$ cat src/rtl/control_pkg.sv
// control_pkg: control word layout, state and pc_fs codes, decoder classes and opcode prefix table
package control_pkg;
    typedef struct packed {
        logic       alu_en;
        logic       alu_bsel;
        logic [4:0] alu_fs;
        logic       rf_b_en;
        logic [4:0] sa;
        logic [4:0] sb;
        logic [4:0] da;
        logic       rf_wr;
        logic       ram_en;
        logic       ram_wr;
        logic       pc_en;
        logic [1:0] pc_fs;
        logic       pc_insel;
        logic       status_ld;
        logic [1:0] next_state;
    } cw_t;
    localparam int CW_WIDTH = $bits(cw_t);
    typedef enum logic [1:0] {PC_HOLD = 2'b00, PC_INC = 2'b01, PC_BR = 2'b11} pc_fs_t;
    typedef enum logic [1:0] {ST_FETCH = 2'b00, ST_EX0 = 2'b01, ST_EX1 = 2'b10, ST_EX2 = 2'b11} state_t;
    localparam cw_t FETCH_CW = 33'h111;
    typedef enum logic [2:0] {
        DS_R = 3'd0, DS_I = 3'd1, DS_D = 3'd2, DS_B = 3'd3, DS_CB = 3'd4, DS_IW = 3'd5, DS_ILLEGAL = 3'd7
    } dsel_t;
    typedef struct packed {
        logic [10:0] pat;
        logic [10:0] mask;
        dsel_t       cls;
    } op_entry_t;
    localparam int N_OPS = 21;
    // Patterns are left-aligned on IR[31:21]; entries are ordered longest prefix first.
    localparam op_entry_t OP_TABLE [N_OPS] = '{
        '{11'h458, 11'h7FF, DS_R},
        '{11'h658, 11'h7FF, DS_R},
        '{11'h450, 11'h7FF, DS_R},
        '{11'h550, 11'h7FF, DS_R},
        '{11'h650, 11'h7FF, DS_R},
        '{11'h69B, 11'h7FF, DS_R},
        '{11'h69A, 11'h7FF, DS_R},
        '{11'h7C2, 11'h7FF, DS_D},
        '{11'h7C0, 11'h7FF, DS_D},
        '{11'h488, 11'h7FE, DS_I},
        '{11'h688, 11'h7FE, DS_I},
        '{11'h490, 11'h7FE, DS_I},
        '{11'h590, 11'h7FE, DS_I},
        '{11'h690, 11'h7FE, DS_I},
        '{11'h694, 11'h7FC, DS_IW},
        '{11'h794, 11'h7FC, DS_IW},
        '{11'h5A0, 11'h7F8, DS_CB},
        '{11'h5A8, 11'h7F8, DS_CB},
        '{11'h2A0, 11'h7F8, DS_CB},
        '{11'h0A0, 11'h7E0, DS_B},
        '{11'h4A0, 11'h7E0, DS_B}
    };
endpackage

$ cat src/rtl/opcode_classifier.sv
// opcode_classifier: longest-prefix match of IR[31:21] against the opcode table, no match gives ILLEGAL
module opcode_classifier
    import control_pkg::*;
(
    input  logic [10:0] opcode,
    output dsel_t       decoder_select
);
    always_comb begin
        decoder_select = DS_ILLEGAL;
        for (int i = N_OPS - 1; i >= 0; i--)
            if ((opcode & OP_TABLE[i].mask) == OP_TABLE[i].pat) decoder_select = OP_TABLE[i].cls;
    end
endmodule

$ cat src/rtl/control_sequencer.sv
// control_sequencer: IR/state/status registers, decoder selection, fetch word and stall gating of the control word
module control_sequencer
    import control_pkg::*;
#(
    parameter int INSTR_WIDTH = 32,
    parameter int DATA_WIDTH  = 64
) (
    input  logic                   clock,
    input  logic                   reset,
    input  logic                   mem_wait,
    input  logic [DATA_WIDTH-1:0]  databus_in,
    input  logic [4:0]             status_in,
    input  logic [CW_WIDTH-1:0]    decoder_controlword,
    input  logic [DATA_WIDTH-1:0]  decoder_constant,
    output logic [INSTR_WIDTH-1:0] instruction,
    output logic [1:0]             state,
    output logic [4:0]             status,
    output logic [2:0]             decoder_select,
    output logic [CW_WIDTH-1:0]    controlword,
    output logic [DATA_WIDTH-1:0]  constant,
    output logic                   illegal_opcode
);
    state_t st;
    dsel_t  dsel;
    cw_t    raw_cw;
    cw_t    out_cw;
    logic   exec;
    logic   unused_bus;
    assign unused_bus = ^databus_in[DATA_WIDTH-1:INSTR_WIDTH];
    opcode_classifier u_classifier (
        .opcode         (instruction[INSTR_WIDTH-1 -: 11]),
        .decoder_select (dsel)
    );
    assign exec           = st != ST_FETCH;
    assign state          = st;
    assign decoder_select = dsel;
    assign controlword    = out_cw;
    assign constant       = exec ? decoder_constant : '0;
    // An illegal opcode in execute becomes a NOP whose next_state 00 returns to fetch.
    always_comb begin
        raw_cw = !exec ? FETCH_CW : dsel == DS_ILLEGAL ? cw_t'('0) : cw_t'(decoder_controlword);
        out_cw = raw_cw;
        if (mem_wait) begin
            out_cw.pc_fs     = PC_HOLD;
            out_cw.rf_wr     = 1'b0;
            out_cw.ram_wr    = 1'b0;
            out_cw.status_ld = 1'b0;
        end
    end
    always_ff @(posedge clock) begin
        if (reset) begin
            st             <= ST_FETCH;
            instruction    <= '0;
            status         <= '0;
            illegal_opcode <= 1'b0;
        end else if (!mem_wait) begin
            st <= state_t'(raw_cw.next_state);
            if (!exec) instruction <= databus_in[INSTR_WIDTH-1:0];
            if (raw_cw.status_ld) status <= status_in;
            if (exec && dsel == DS_ILLEGAL) illegal_opcode <= 1'b1;
        end
    end
endmodule

$ cat config.mk
export PLATFORM = sky130hd
export DESIGN_NAME = control_sequencer
export DESIGN_NICKNAME = d
export VERILOG_FILES = /design/src/rtl/control_pkg.sv /design/src/rtl/opcode_classifier.sv /design/src/rtl/control_sequencer.sv
export SDC_FILE = /design/constraint.sdc
export NUM_CORES = 1
export LEC_CHECK = 0
export CAP_MARGIN = 20
export CELL_PAD_IN_SITES_DETAIL_PLACEMENT = 1
export CELL_PAD_IN_SITES_GLOBAL_PLACEMENT = 2
export CORE_UTILIZATION = 10
export CTS_BUF_LIST = sky130_fd_sc_hd__clkbuf_8 sky130_fd_sc_hd__clkbuf_16
export CTS_CLUSTER_DIAMETER = 40
export DETAILED_ROUTE_END_ITERATION = 10
export PLACE_DENSITY = 0.87
export SYNTH_ARGS = -nofsm -noshare
export SYNTH_HDL_FRONTEND = slang
export SYNTH_SLANG_ARGS = --single-unit
$ cat constraint.sdc
create_clock -name clock -period 2.62 [get_ports clock]
set_input_delay 0.655 -clock clock [delete_from_list [all_inputs] [get_ports clock]]
set_output_delay 0.655 -clock clock [all_outputs]
set_load 0.005 [all_outputs]
==> results of run 1 <==
## where the power goes
part | internal [uW] | leakage [uW] | total [uW] | switching, uW
Combinational | 423 | 0.00200 | 639 | 216
Clock | 346 | 0.0000657 | 615 | 269
Sequential | 641 | 0.000329 | 661 | 20.6
## flip-flops by register name, indices dropped and copies added, names as in the netlist
signal / flops
status: 5
instruction: 32
illegal_opcode: 1
state: 2
## stage by stage
step | setup WS (ns) | hold slack, ns | utilization [%] | cell area, um^2 | total power, uW
floorplan | 0.0167 | 0.453 | - | 2440 | 838
global placement | -0.466 | 0.441 | 24.5 | 5800 | 1300
detailed placement | -0.513 | 0.449 | 24.5 | 5800 | 1310
CTS | -0.596 | 0.456 | 26.5 | 6290 | 1960
global route | -0.619 | 0.476 | 26.3 | 6240 | 2030
finish | -0.512 | 0.452 | 26.3 | 6240 | 1920
## repair_timing
item,in CTS,in global routing
hold buffers,0,0
endpoints found under the setup margin,36,36
gates resized for setup,207,11
setup buffers,13,3
pin swaps,34,6
gates cloned,3,0
## logic make-up (layout without fill, tap and decap cells)
family / count (synthesis) / after routing / share of synthesized area (%)
buffers and inverters: 24 / 334 / 4.31
xor gates and xnor gates: 1 / 1 / 0.360
and+or+nand+nor: 200 / 200 / 44.7
DFF: 40 / 40 / 32.9
muxes: 5 / 5 / 2.05
AOI/OAI and AO/OA: 53 / 53 / 15.7
## per-layer routing
metal	global-route usage, %	vias to the layer above	share of wire, %
met3	3.39	11	11
met1	11.1	1582	38
met2	18.7	161	50
met5	0	-	0
li1	-	1670	-
met4	3.62	0	1.6
## critical path, cell delays in order (launching register included)
cell and delay [ns]:
dfxtp_2 0.32, or4b_4 0.54, a2111oi_4 0.41, a31oi_4 0.07, a31oi_4 0.24, buf_6 0.14, buf_12 0.12, buf_8 0.10
and2_4 0.14, buf_6 0.09
## synthesized netlist by cell type
cell        n  share of area (%)
and2_1     79                 20
clkbuf_1   18                2.8
or4b_4      1               0.56
nand3_1     1               0.21
or3_1       1               0.26
buf_1       1               0.15
a2111oi_4   1                1.1
xor2_1      1               0.36
a221oi_1    1               0.36
or2_2       1               0.26
and2_2     11                3.4
and3b_1     1               0.36
dfxtp_1    40                 33
nor2b_1     1               0.26
nor4_1      1               0.26
a32o_1      1               0.41
inv_1       3               0.46
a31o_2      1               0.36
a32oi_1     1               0.36
a41oi_1     1               0.36
a21o_1      3               0.92
or4b_2      1               0.41
o2111a_1    1               0.46
nor3b_1     3               0.92
mux2i_1     5                2.1
a21oi_1    35                7.2
nand2_1    70                 11
o2bb2ai_1   1               0.36
or2b_2      1               0.36
buf_6       2               0.92
a31oi_4     3                2.6
and3_1      4                1.0
and4_1      1               0.36
o31ai_1     3               0.92
nand2b_1   13                3.3
o21ai_0     1               0.21
nand3b_1    1               0.31
nor2_1      9                1.4
## final timing paths
check	start	end	slack (ns)	cells past startpoint
min reg2reg	instruction[4]	instruction[4]	0.45	2
min	instruction[4]	instruction[4]	0.45	2
max	instruction[24]	controlword[28]	-0.51	9
max reg2reg	instruction[24]	status[3]	0.29	8
## final cells by class
class                           count  share of cell area [%]
Tap cell                          319                    6.40
Inverter                            3                   0.181
Sequential cell                    40                    12.9
Clock inverter                      2                   0.201
Multi-Input combinational cell    259                    26.7
Clock buffer                        5                    2.01
Timing Repair Buffer              324                    51.6
==> impl_results.md, run 1 <==
* RSZ-0062 raised after global routing: yes
* Leakage at 0.00239 uW
* Critical path launch point type: flop
* N_diodes at 0
* Max-cap violations at 0
* 1st-iter DRT viols at 73
* Crit. End Element: output port
* Initial Util at 10.3%
* Sequential area share after synthesis at 32.9%
* First-pass GRT wire length at 19,400 um
* CTS H-tree lvls at 2
* TritonCTS clock tree: yes
* Status: finished, violations left
* Final Net Count at 802
* Die area at 25,000 um^2
* Core area at 23,700 um^2
* Commonest cells after routing, fill and taps aside: 239 x clkdlybuf4s50_1, 70 x nand2_1, 65 x and2_1
* Multi-input gate area at 1670 um^2
* TNS Setup at -13.63 ns
* Pwr per Cell Area at 307 nW/um^2
* Setup-failing EPs final at 34
* Largest net degree at the start of global routing at 68
* Layout cells sized above 1 at 22.0%
* Layout Skew at 0.0105 ns
* Synthesis-to-layout area growth at 156%
* Wire per inst at 14.6 um
* Clock root cell: clkbuf_16
* Max clock buf depth at 2
* Die width at 158 um
* F_max at 319 MHz
* Synth warn at 0
* Overflow after GRT at 0
* Drt total wl at 13,900 um
* Port Buf Inserts at 276
* DRC Markers at 0
* Die Y at 158 um
* Antenna viol nets, final at 0
* Worst slew pin tran at 0.596 ns
* Tcrit/Tclk final at 120%
* Placed insts at 932
* Fillers at 2,805
* Reg clk slew, reported paths at 0.07 ns
* Worst Path Required at 1.97 ns
* Synthesized net count at 492
* Worst-path maximum fanout at 5
* Synthesized area at 2440 um^2
* Fin. max-slew vios at 0
* Vias at 3,424
* Storage cell area at 805 um^2
* Initial antenna violation count at 0
* Placer Congestion at 0.719
* Slew headroom at 60.3%
* Max VDD drop at 0.217 mV
* Final min period at 3.13 ns
* Boundary Pins at 309
* Final Hold Viols at 0
* Post-DP HPWL at 10,700 um
* Fin worst setup slack at -0.512 ns
* Final std cells w/o fill at 952
* Via density at 3.60
* Hold WC Path Type: flop to flop
* # clock sinks at 40
* Cells after Synth at 323
* Yosys reg bits at 40
* Commonest non-fill, non-tap cell in the layout: clkdlybuf4s50_1
* Row count at 56
* DR pass1 iterations at 4
* Syn_area_per_cell at 7.54 um^2
* CP arrival at 2.48 ns
* Total CTS buffers at 5
* Failing checks: negative setup slack
* Critical path type: flop to output port
* Worst skew pair latency at 0.29 ns
* Number of global-route vias before repair at 3,383
* GRT Util Overall at 10.3%
* Synth unique cells at 38
(Power assumes the default switching activity.)
==> run 2, diff against run 1 <==
--- a/config.mk
+++ b/config.mk
@@ -7,11 +7,11 @@
 export LEC_CHECK = 0
 export CAP_MARGIN = 20
-export CELL_PAD_IN_SITES_DETAIL_PLACEMENT = 1
-export CELL_PAD_IN_SITES_GLOBAL_PLACEMENT = 2
-export CORE_UTILIZATION = 10
+export CELL_PAD_IN_SITES_DETAIL_PLACEMENT = 0
+export CELL_PAD_IN_SITES_GLOBAL_PLACEMENT = 1
+export CORE_UTILIZATION = 14
 export CTS_BUF_LIST = sky130_fd_sc_hd__clkbuf_8 sky130_fd_sc_hd__clkbuf_16
 export CTS_CLUSTER_DIAMETER = 40
 export DETAILED_ROUTE_END_ITERATION = 10
-export PLACE_DENSITY = 0.87
+export PLACE_DENSITY = 0.88
 export SYNTH_ARGS = -nofsm -noshare
 export SYNTH_HDL_FRONTEND = slang
==> constraint.sdc (replaced) <==
create_clock -name clock -period 2.62 [get_ports clock]
set_input_delay 0.393 -clock clock [delete_from_list [all_inputs] [get_ports clock]]
set_output_delay 0.393 -clock clock [all_outputs]
set_load 0.005 [all_outputs]
==> impl_results.md, run 2 (same netlist as run 1, synthesis figures left out) <==
* Critical path launch point type: flop (unchanged)
* Total CTS buffers at 5 (unchanged)
* Cells on Worst Hold Path at 2 (unchanged)
* Tcrit/Tclk final at 108% (was 120%)
* RSZ-0062 raised after global routing: yes (unchanged)
* Worst-path maximum fanout at 7 (was 5)
* Die Y at 134 um (was 158 um)
* Initial Util at 14.5% (was 10.3%)
* Worst slew pin tran at 0.519 ns (was 0.596 ns)
* Initial antenna violation count at 0 (unchanged)
* Commonest cells after routing, fill and taps aside: 239 x clkdlybuf4s50_1, 70 x nand2_1, 67 x and2_1 (was 239 x clkdlybuf4s50_1, 70 x nand2_1, 65 x and2_1)
* Fin. max-slew vios at 0 (unchanged)
* Drt total wl at 12,700 um (was 13,900 um)
* DRC Markers at 0 (unchanged)
* Fin worst setup slack at -0.211 ns (was -0.512 ns)
* Worst Path Required at 2.23 ns (was 1.97 ns)
* Leakage at 0.00238 uW (was 0.00239 uW)
* Die area at 17,900 um^2 (was 25,000 um^2)
* Final Hold Viols at 0 (unchanged)
* R2r setup slk at 0.26 ns (was 0.29 ns)
* Fillers at 1,740 (was 2,805)
* N_diodes at 0 (unchanged)
* Buf/Inv on CP at 3 (was 4)
* Overflow after GRT at 0 (unchanged)
* Boundary Pins at 309 (unchanged)
* Layout Skew at 0.00698 ns (was 0.0105 ns)
* First-pass GRT wire length at 18,600 um (was 19,400 um)
* CTS H-tree lvls at 2 (unchanged)
* Clock root cell: clkbuf_16 (unchanged)
* Critical path type: flop to output port (unchanged)
* # clock sinks at 40 (unchanged)
* Critical Path Most Common Cell: a31oi_4
* RR Endpoint: status[3] (unchanged)
* Hold Slack at 0.453 ns (was 0.452 ns)
* Status: finished, violations left (unchanged)
* RR Startpoint: instruction[29] (was instruction[24])
* Layout cells sized above 1 at 20.5% (was 22.0%)
* Reg clk slew, reported paths at 0.06 ns (was 0.07 ns)
* Clock network fraction of total power at 38.1% (was 32.1%)
* Port Buf Inserts at 276 (unchanged)
* Vias at 3,283 (was 3,424)
* CP arrival at 2.44 ns (was 2.48 ns)
* Net Sw Power at 484 uW (was 505 uW)
* TritonCTS clock tree: yes (unchanged)
* Synthesis-to-layout area growth at 151% (was 156%)
* Wire per inst at 15.0 um (was 14.6 um)
* Fin util at 36.5% (was 26.3%)
* Post-DP HPWL at 10,300 um (was 10,700 um)
* Top Family by Delay on Critical Path: compound AO/OA/AOI/OAI gates (unchanged)
* DR pass1 iterations at 4 (unchanged)
* Max clock buf depth at 2 (unchanged)
* Switching portion of total power at 23.2% (was 26.4%)
* Critical path depth at 8 (was 9)
* Max VDD drop at 0.351 mV (was 0.217 mV)
* Worst Setup SP: instruction[29] (was instruction[24])
* Final Net Count at 798 (was 802)
* Setup-failing EPs final at 33 (was 34)
* Antenna viol nets, final at 0 (unchanged)
* Placer Congestion at 0.821 (was 0.719)
* Largest Register: instruction (unchanged)
* Slowest cell on the critical path: or4b_4 (unchanged)
* Crit path largest cell delay at 0.55 ns (was 0.54 ns)
* Worst skew pair latency at 0.29 ns (about the same)
* 1st-iter DRT viols at 74 (was 73)
* GRT Util Overall at 13.6% (was 10.3%)
* Max reg flops at 32 (unchanged)
* Internal power at 1600 uW (was 1410 uW)
* Row count at 47 (was 56)
* F_max at 353 MHz (was 319 MHz)
* Via density at 3.87 (was 3.60)
* Number of global-route vias before repair at 3,227 (was 3,383)
* Cell Chain, Critical Path: or4b_4, a2111oi_4, a31oi_4, a31oi_4, buf_8, buf_12, and2_4, buf_6 (was or4b_4, a2111oi_4, a31oi_4, a31oi_4, buf_6, buf_12, buf_8, and2_4, buf_6)
* Die width at 134 um (was 158 um)
* Crit. End Element: output port (unchanged)
* Slew headroom at 65.4% (was 60.3%)
* Reg2Reg Depth at 8 (unchanged)
* Failing checks: negative setup slack (unchanged)
* Commonest non-fill, non-tap cell in the layout: clkdlybuf4s50_1 (unchanged)
* Core area at 16,800 um^2 (was 23,700 um^2)
* Largest net degree at the start of global routing at 33 (was 68)
* Pwr per Cell Area at 341 nW/um^2 (was 307 nW/um^2)
* Combinational power share at 30.3% (was 33.4%)
* Max-cap violations at 0 (unchanged)
* Seq pwr share at 31.6% (was 34.5%)
* Hold WC Path Type: flop to flop (unchanged)
* Final min period at 2.83 ns (was 3.13 ns)
* Worst Setup EP: controlword[6] (was controlword[28])
## run 2: cell types whose count changed in the layout (fill, tap and decap cells not counted), sizes merged
cell | previous run | this run
buf | 81 | 78
bufinv | 0 | 2
clkdlybuf4s15 | 1 | 0
clkinv | 1 | 0
clkinvlp | 1 | 0
## run 2: worst min-delay path by stage
stage              startpoint        endpoint  slack [ns]
3_3_place_gp   instruction[6]  instruction[6]        0.44
6_report       instruction[5]  instruction[5]        0.45
5_1_grt        instruction[2]  instruction[2]        0.47
3_5_place_dp   instruction[0]  instruction[0]        0.45
2_1_floorplan  instruction[0]  instruction[0]        0.45
4_1_cts        instruction[0]  instruction[0]        0.45
## run 2: power by group through the flow
| stage | combinational, uW | sequential [uW] | clock (uW) |
|---|---|---|---|
| floorplan | 157 | 681 | 0 |
| global placement | 626 | 670 | 0 |
| detailed placement | 629 | 671 | 0 |
| CTS | 637 | 658 | 822 |
| global route | 683 | 662 | 839 |
| finish | 631 | 659 | 795 |
## run 2: tightest hold or removal path: stages, from the launching register on
cell	delay, ns
dfxtp_1	0.31
nand2_1	0.05
a21oi_1	0.05
## run 2: metal layers
metal	routed length (um)	global-route usage, %	up-vias
met4	198	3.98	0
met2	6810	26.3	143
met3	1010	3.59	10
met1	4730	14.2	1469
li1	-	-	1661
met5	0	0	-
## run 2: cell type report
| type | instances | area, um^2 | share of cell area [%] |
|---|---|---|---|
| multi-input combinational | 259 | 1650 | 27.0 |
| clock buffer | 5 | 125 | 2.05 |
| tap | 220 | 275 | 4.51 |
| clock inverter | 2 | 60.1 | 0.983 |
| sequential | 40 | 803 | 13.1 |
| timing repair buffer | 320 | 3180 | 52.1 |
| inverter | 3 | 11.3 | 0.184 |
## run 2: timing repair
item / CTS / global route
setup endpoints to repair: 36 / 34
buffers inserted: 5 / 1
pin swaps: 26 / 7
resized for setup: 191 / 17
hold buffers: 0 / 0
gates cloned: 3 / 0
## run 2: through the flow
| step | setup WS [ns] | area [um^2] | std cells | total power, uW | TNS, ns |
|---|---|---|---|---|---|
| CTS | -0.240 | 6060 | 850 | 2120 | -4.73 |
| floorplan | 0.225 | 2440 | 323 | 838 | 0 |
| global route | -0.321 | 6110 | 849 | 2190 | -9.18 |
| global placement | -0.215 | 5690 | 836 | 1300 | -5.94 |
| detailed placement | -0.269 | 5690 | 836 | 1300 | -7.81 |
| finish | -0.211 | 6110 | 849 | 2080 | -5.78 |
